[src/rtl/cplx_pkg.sv]
// Shared types and helpers for the complex executor: opcodes, FSM encoding,
// latched instruction layout and {re, im} slice accessors.
package cplx_pkg;
    localparam int CPLX_W = 64;
    localparam int HALF_W = 32;

    localparam logic [2:0] OP_ADD  = 3'b000;
    localparam logic [2:0] OP_SUB  = 3'b001;
    localparam logic [2:0] OP_MUL  = 3'b010;
    localparam logic [2:0] OP_CONJ = 3'b011;
    localparam logic [2:0] OP_MOV  = 3'b100;
    localparam logic [2:0] OP_NEG  = 3'b101;
    localparam logic [2:0] OP_SWAP = 3'b110;
    localparam logic [2:0] OP_NOP  = 3'b111;

    typedef enum logic [2:0] {
        S_IDLE, S_READ, S_CAPT, S_MUL1, S_MUL2, S_MUL3, S_WRITE
    } state_t;

    typedef struct packed {
        logic [2:0] op;
        logic [3:0] src_a;
        logic       cnst_a;
        logic [3:0] src_b;
        logic       cnst_b;
        logic [3:0] dst;
        logic [1:0] wmode;
    } instr_t;

    function automatic logic [HALF_W-1:0] re_of(input logic [CPLX_W-1:0] v);
        return v[CPLX_W-1:HALF_W];
    endfunction

    function automatic logic [HALF_W-1:0] im_of(input logic [CPLX_W-1:0] v);
        return v[HALF_W-1:0];
    endfunction
endpackage

[src/rtl/cplx_mul_seq.sv]
// Sequential complex multiply on one shared 32x32 multiplier. Steps 0..3
// produce ar*br, ai*bi, ar*bi, ai*br and fold them into truncated {re, im}.
module cplx_mul_seq
    import cplx_pkg::*;
(
    input  logic              clk_i,
    input  logic              rst_i,
    input  logic              en_i,
    input  logic [1:0]        step_i,
    input  logic [CPLX_W-1:0] a_i,
    input  logic [CPLX_W-1:0] b_i,
    output logic [CPLX_W-1:0] res_o
);
    logic [HALF_W-1:0] x, y, prod;
    logic [HALF_W-1:0] re_q, im_q;

    always_comb begin
        x = re_of(a_i);
        y = re_of(b_i);
        unique case (step_i)
            2'd0: begin x = re_of(a_i); y = re_of(b_i); end
            2'd1: begin x = im_of(a_i); y = im_of(b_i); end
            2'd2: begin x = re_of(a_i); y = im_of(b_i); end
            2'd3: begin x = im_of(a_i); y = re_of(b_i); end
        endcase
    end

    // Low half of the product is identical for signed and unsigned operands.
    assign prod = x * y;

    always_ff @(posedge clk_i) begin
        if (rst_i) begin
            re_q <= '0;
            im_q <= '0;
        end else if (en_i) begin
            unique case (step_i)
                2'd0: re_q <= prod;
                2'd1: re_q <= re_q - prod;
                2'd2: im_q <= prod;
                2'd3: im_q <= im_q + prod;
            endcase
        end
    end

    assign res_o = {re_q, im_q};
endmodule

[src/rtl/cplx_exec.sv]
// Instruction sequencer driving the register bank read/write ports and
// executing one complex op at a time (single-cycle ALU or 4-step MUL).
module cplx_exec
    import cplx_pkg::*;
(
    input  logic              clock,
    input  logic              reset,
    input  logic              start,
    input  logic [2:0]        opcode,
    input  logic [3:0]        srcA,
    input  logic [3:0]        srcB,
    input  logic              useCnstA,
    input  logic              useCnstB,
    input  logic [3:0]        dst,
    input  logic [1:0]        wmode,
    output logic              busy,
    output logic              done,
    input  logic [CPLX_W-1:0] outA,
    input  logic [CPLX_W-1:0] outB,
    output logic [3:0]        seloutA,
    output logic [3:0]        seloutB,
    output logic              cnstA,
    output logic              cnstB,
    output logic              enrregA,
    output logic              enrregB,
    output logic              regwen,
    output logic [CPLX_W-1:0] inA,
    output logic [3:0]        selwreg,
    output logic [1:0]        endwreg
);
    state_t            state_q, state_d;
    instr_t            instr_q;
    logic [CPLX_W-1:0] opa_q, opb_q, res_q;
    logic [CPLX_W-1:0] mul_a, mul_b, mul_res;
    logic [1:0]        mul_step;
    logic              mul_en;

    function automatic logic [CPLX_W-1:0] alu(input logic [2:0] op,
                                              input logic [CPLX_W-1:0] a,
                                              input logic [CPLX_W-1:0] b);
        logic [HALF_W-1:0] ar, ai, br, bi;
        ar = re_of(a); ai = im_of(a);
        br = re_of(b); bi = im_of(b);
        unique case (op)
            OP_ADD:  return {ar + br, ai + bi};
            OP_SUB:  return {ar - br, ai - bi};
            OP_CONJ: return {ar, -ai};
            OP_NEG:  return {-ar, -ai};
            default: return a;
        endcase
    endfunction

    always_ff @(posedge clock) begin
        if (reset) begin
            state_q <= S_IDLE;
            instr_q <= '0;
            opa_q   <= '0;
            opb_q   <= '0;
            res_q   <= '0;
        end else begin
            state_q <= state_d;
            if (state_q == S_IDLE && start)
                instr_q <= '{op: opcode, src_a: srcA, cnst_a: useCnstA,
                             src_b: srcB, cnst_b: useCnstB, dst: dst, wmode: wmode};
            if (state_q == S_CAPT) begin
                opa_q <= outA;
                opb_q <= outB;
                res_q <= alu(instr_q.op, outA, outB);
            end
        end
    end

    always_comb begin
        state_d = S_IDLE;
        unique case (state_q)
            S_IDLE:  state_d = !start ? S_IDLE : (opcode == OP_NOP) ? S_WRITE : S_READ;
            S_READ:  state_d = S_CAPT;
            S_CAPT:  state_d = (instr_q.op == OP_MUL) ? S_MUL1 : S_WRITE;
            S_MUL1:  state_d = S_MUL2;
            S_MUL2:  state_d = S_MUL3;
            S_MUL3:  state_d = S_WRITE;
            S_WRITE: state_d = S_IDLE;
            default: state_d = S_IDLE;
        endcase
    end

    // First product is taken while the bank operands are still on outA/outB.
    always_comb begin
        mul_step = 2'd0;
        mul_en   = 1'b0;
        mul_a    = opa_q;
        mul_b    = opb_q;
        unique case (state_q)
            S_CAPT: begin mul_step = 2'd0; mul_a = outA; mul_b = outB; end
            S_MUL1: mul_step = 2'd1;
            S_MUL2: mul_step = 2'd2;
            S_MUL3: mul_step = 2'd3;
            default: ;
        endcase
        if (instr_q.op == OP_MUL && (state_q == S_CAPT || state_q == S_MUL1 ||
                                     state_q == S_MUL2 || state_q == S_MUL3))
            mul_en = 1'b1;
    end

    cplx_mul_seq u_mul (
        .clk_i  (clock),
        .rst_i  (reset),
        .en_i   (mul_en),
        .step_i (mul_step),
        .a_i    (mul_a),
        .b_i    (mul_b),
        .res_o  (mul_res)
    );

    always_comb begin
        busy    = (state_q != S_IDLE);
        done    = 1'b0;
        seloutA = '0;
        seloutB = '0;
        cnstA   = 1'b0;
        cnstB   = 1'b0;
        enrregA = 1'b0;
        enrregB = 1'b0;
        regwen  = 1'b0;
        inA     = '0;
        selwreg = '0;
        endwreg = '0;
        if (state_q == S_READ) begin
            enrregA = 1'b1;
            enrregB = 1'b1;
            seloutA = instr_q.src_a;
            seloutB = instr_q.src_b;
            cnstA   = instr_q.cnst_a;
            cnstB   = instr_q.cnst_b;
        end
        if (state_q == S_WRITE) begin
            done = 1'b1;
            if (instr_q.op != OP_NOP) begin
                regwen  = 1'b1;
                inA     = (instr_q.op == OP_MUL) ? mul_res : res_q;
                selwreg = instr_q.dst;
                endwreg = (instr_q.op == OP_SWAP) ? 2'b11 : instr_q.wmode;
            end
        end
    end
endmodule
[config.mk]
export PLATFORM = sky130hd
export DESIGN_NAME = cplx_exec
export DESIGN_NICKNAME = d
export VERILOG_FILES = /design/src/rtl/cplx_pkg.sv /design/src/rtl/cplx_mul_seq.sv /design/src/rtl/cplx_exec.sv
export SDC_FILE = /design/constraint.sdc
export NUM_CORES = 2
export LEC_CHECK = 0
export ABC_AREA = 1
export CORE_MARGIN = 3
export CORE_UTILIZATION = 55
export DETAILED_ROUTE_END_ITERATION = 10
export PLACE_DENSITY = 0.86
export SYNTH_ARGS = -nofsm -noshare
export SYNTH_HDL_FRONTEND = slang
export SYNTH_SLANG_ARGS = --single-unit
[constraint.sdc]
create_clock -name clock -period 17.3 [get_ports clock]
set_input_delay 5.19 -clock clock [delete_from_list [all_inputs] [get_ports clock]]
set_output_delay 5.19 -clock clock [all_outputs]
set_load 0.005 [all_outputs]
Yosys cells after proc, flatten, opt, wreduce, memory -nomap -nowiden
Index checks and enable logic that the tools add are counted. Widths: inputs -> output; s select.

Register bits after elaboration: 278. Logic and storage cells: 84.

Add/subtract/negate cells: 8. Multipliers: 1. Equality and inequality tests: 16. Multiplexer cells: 29. Reduce and logical (&&, ||, !) cells: 17.

Operator list (number): $mux 64 (5); $pmux 32 s2 (4); $pmux 64 s4 (1); $add 32x32->32 (3); $sub 32x32->32 (3); $neg 32->32 (2); $mul 32x32->32 (1); $eq 3x3->1 const B (6); $pmux 3 s6 (1); $mux 4 (4); $eq 3x2->1 const B (4); $mux 3 (3); $reduce_or 2->1 (4); $mux 1 (7); $eq 3x1->1 const B (2); $logic_not 3->1 (2); $mux 2 (3); $pmux 2 s3 (1); $eq 2x2->1 const B (2); $reduce_and 2->1 (2); $reduce_bool 2->1 (2); $logic_or 1x1->1 (3); $ne 3x3->1 const B (1); $reduce_bool 3->1 (1); other kinds (3) (4).

Depth between registers and ports, before layout
Depth in word-level cells: 8. Mapped depth: 54.

Modules after synthesis
A second synthesis with hierarchy kept.

Cell total of the unflattened synthesis: 6624. Area total of the unflattened synthesis: 42091.6 um2.

Modules (own cells, without submodules): cplx_mul_seq (instances 1, cells each 3423, area each 23621.4 um2, sequential area each 1281.2 um2); cplx_exec (instances 1, cells each 3201, area each 18470.2 um2, sequential area each 4284.1 um2).

Worst setup path before layout
No wires, ideal clock.

Kind: input -> register. From: input outB[6]. To: register u_mul.re_q[28]. Arrival time: 13.145 ns. Required time: 17.168 ns. Path slack: 4.023 ns. Cell stages on the path: 40. Path buffers: 1. Cell sequence: inv_1 -> nand2_1 -> o21ai_0 -> mux2i_4 -> clkinv_1 -> clkbuf_1 -> nor2_1 -> fa_1 -> fa_1 -> fa_1 -> inv_1 -> fa_1 -> inv_1 -> fa_1 -> inv_1 -> fa_1 -> inv_1 -> fa_1 -> [... 4 more ...] -> inv_1 -> o21ai_0 -> xor2_1 -> inv_1 -> ha_1 -> nand2_1 -> nor4_1 -> nand4_1 -> nand3_1 -> nand2_1 -> nand2_1 -> inv_1 -> o21bai_1 -> nand2_1 -> nand3b_1 -> nand3_1 -> nand2_1 -> a21oi_1.

Cells in the longest elaborated chain, start to end: 5.

RTL lines: from (decl) (RTL line cplx_exec.sv:19) `input logic [CPLX_W-1:0] outB,`; $mux 64 (*); $pmux 32 s2 (*) (RTL line cplx_mul_seq.sv:20) `unique case (step_i)`; $mul 32x32->32 (*) (RTL line cplx_mul_seq.sv:29) `assign prod = x * y;`; $sub 32x32->32 (RTL line cplx_mul_seq.sv:38) `2'd1: re_q <= re_q - prod;`; $pmux 32 s2 (*) (RTL line cplx_mul_seq.sv:36) `unique case (step_i)`; to (signal assigned) (RTL line cplx_mul_seq.sv:37) `2'd0: re_q <= prod;`; to (signal assigned) (RTL line cplx_mul_seq.sv:38); to (decl) (RTL line cplx_mul_seq.sv:15) `logic [HALF_W-1:0] re_q, im_q;`.

Every way passes the cells marked *; elsewhere a longest branch is shown, timed or not. A chain may end at the register's enable or synchronous reset.

Worst setup path after layout
From: input outB[8]. To: register u_mul.im_q[31].

Cells in the longest elaborated chain, start to end: 5.

RTL lines: $mux 64 (*); $pmux 32 s2 (*) (RTL line cplx_mul_seq.sv:20); $mul 32x32->32 (*) (RTL line cplx_mul_seq.sv:29); $add 32x32->32 (RTL line cplx_mul_seq.sv:40) `2'd3: im_q <= im_q + prod;`; $pmux 32 s2 (*) (RTL line cplx_mul_seq.sv:36); to (signal assigned) (RTL line cplx_mul_seq.sv:39) `2'd2: im_q <= prod;`; to (signal assigned) (RTL line cplx_mul_seq.sv:40); to (decl) (RTL line cplx_mul_seq.sv:15).

Marks and branches as above.

==> flow_metrics.env <==
export IMPL_outcome="finished, final reports clean"
export IMPL_fmax_mhz=66.5
export IMPL_yosysUniqueCellTypes=54
export IMPL_drt_iter0_markers=5201
export IMPL_io_pins=235
export IMPL_portBuffers=234
export IMPL_dr_pass1_iters=7
export IMPL_cts_sinks=278
export IMPL_setup_violations_final=0
export IMPL_finalCriticalPeriod_ns=15.04
export IMPL_die_w_microns=273
export IMPL_nNetsFinal=6858
export IMPL_synth_edff_count=0
export IMPL_cts_resized=0
export IMPL_synth_seq_cells=278
export IMPL_synthTopCellsByArea="fa_1, dfxtp_1, nand2_1, inv_1, ha_1"
export IMPL_num_vias=41100
export IMPL_antenna_found_initial=2
export IMPL_die_h_microns=273
export IMPL_netlist_area_sq_um=39200
export IMPL_worstPathRequired_ns=17.72
export IMPL_core_area_sq_um=70300
export IMPL_h_tree_depth=2
export IMPL_tightest_slew_ns=1.20
export IMPL_synth_most_common_cell="nand2_1"
export IMPL_hp_class="reg -> reg"
export IMPL_cts_root_buffer="clkbuf_16"
export IMPL_cpMostUsedCell="fa_1"
export IMPL_synthCells=5956
export IMPL_yosysTopAreaCellShare_pct=21.0
export IMPL_cp_max_fo=16
export IMPL_clock_path_buffers=3
export IMPL_cts_made_buffers=34
export IMPL_worst_setup_path_type="in -> reg"
export IMPL_clock_latency_ns=0.57
export IMPL_ant_nets=0
export IMPL_grt_max_degree=184
export IMPL_cts_setup_buffers=0
export IMPL_clkTransAtPathRegs_ns=0.06
export IMPL_ys_flop_type="dfxtp_1"
export IMPL_grt_pass1_vias=39300
export IMPL_slew_viol_final=0
export IMPL_num_fill_cells=6484
export IMPL_ys_seq_area_share_pct=14.2
export IMPL_grt_remaining_overflow=0
export IMPL_syn_nets=6764
export IMPL_finClkSkew_ns=0.0238
export IMPL_viasPerCell=5.86
export IMPL_fin_tns_setup_ns=0
export IMPL_syn2layout_area_growth_pct=10.8
export IMPL_slew_limit_headroom_pct=19.5
export IMPL_yosys_warnings=0
export IMPL_drc=0
export IMPL_end_kind="flip-flop"
export IMPL_final_hold_viol_count=0
export IMPL_grt_pass1_wl_microns=226000
export IMPL_cts_tree="yes"
export IMPL_cpMaxStageDelayCell="nand2_1"
export IMPL_startpoint_type="input port"
export IMPL_hpwlAfterDp_microns=120000
export IMPL_synth_top_area_cell="fa_1"
export IMPL_arrival_ns=15.47
export IMPL_std_cell_rows=97
export IMPL_slowest_delay_ns=0.61
export IMPL_die_area_sq_um=74500
export IMPL_routedWlPerCell_microns=21.4
export IMPL_max_cap_viol_count=0
export IMPL_post_route_period_util_pct=86.9
export IMPL_rsz0062_at_grt="no"
export IMPL_globalplace_congestion=1.04
export IMPL_postCtsHoldBufs=0
export IMPL_synthArstFlopShare_pct=0
export IMPL_track_usage_pct=39.7
export IMPL_drive_above_1_share_pct=2.93
export IMPL_drt_wl_total_microns=150000
export IMPL_postSynthAreaPerCell_sq_um=6.58
export IMPL_initial_core_util_pct=55.8
export IMPL_synthTopCellsByCount="nand2_1, inv_1, nor2_1"
-- per-layer routing --
layer	global-route usage, %	up-vias	wire, microns
li1	-	18900	-
met1	50.3	19200	55700
met2	59.8	2512	63800
met3	9.85	509	18500
met4	26.8	0	12400
met5	0	-	0
-- worst paths after layout --
check | startpoint | end | slack (ns) | cells past startpoint
worst max-delay path | outB[8] | u_mul.im_q[31]$_SDFFE_PP0P_ | 2.26 | 38
worst min register to register | instr_q[5]$_SDFFE_PP0P_ | instr_q[5]$_SDFFE_PP0P_ | 0.45 | 2
worst max register to register | state_q[1]$_SDFF_PP0_ | u_mul.im_q[31]$_SDFFE_PP0P_ | 5.61 | 42
worst min-delay path | instr_q[5]$_SDFFE_PP0P_ | instr_q[5]$_SDFFE_PP0P_ | 0.45 | 2
-- worst max-delay path: cells and delay by family --
family          cells  cell delay (ns)
fa+ha+maj          10             4.92
simple gates       18             3.25
buf+inv             8             1.74
xor+xnor            1             0.29
compound gates      1             0.06
-- final cells by class --
cell class	count	area [sq um]	share of cell area, %
clock inverters	13	284	0.654
clock buffers	46	966	2.22
flip-flops and latches	278	5570	12.8
well taps	940	1180	2.71
multi-input cells	4398	28800	66.2
repair buffers	278	2700	6.21
diodes	3	7.51	0.0173
inverters	1060	3980	9.16
-- registers in the layout, indices dropped and copies added, names as in the netlist --
register and cells:
instr_q 19, opa_q 64, opb_q 64, res_q 64, state_q 3, u_mul.im_q 32
u_mul.re_q 32
-- layout by cell type, fill, tap and decap left out, types with 22 or more instances in the layout --
cell type / n
a21oi_1: 395
buf_4: 42
o211ai_1: 58
ha_1: 246
dfxtp_1: 278
nor2_1: 718
o21ai_0: 348
a31oi_1: 68
xnor2_1: 42
nand3_1: 286
nand2_2: 24
xor2_1: 103
nand3b_1: 25
inv_1: 1035
nand2_1: 1408
nand4_1: 39
nor3_1: 50
or2_2: 22
clkbuf_16: 34
fa_1: 412
clkdlybuf4s50_1: 233
-- per-stage QoR --
stage	util [%]	setup WS, ns	instances	cell area (sq um)	hold WS, ns
2_1_floorplan	-	4.02	5956	39200	0.430
3_3_place_gp	60.0	1.93	6954	42200	0.442
3_5_place_dp	60.0	1.84	6954	42200	0.444
4_1_cts	61.8	2.38	7013	43400	0.453
5_1_grt	61.8	1.68	7014	43400	0.471
6_report	61.8	2.26	7016	43400	0.454
-- kinds of logic after synthesis --
kind of cell / synth area share, %
buf+inv: 12.6
xor+xnor: 3.30
simple gates: 27.0
fa+ha+maj: 28.9
mux: 0.0925
flops: 14.2
compound gates: 14.0
Power is not shown: default switching activity piles up to over one toggle a cycle in this logic, so the estimate is an artifact.
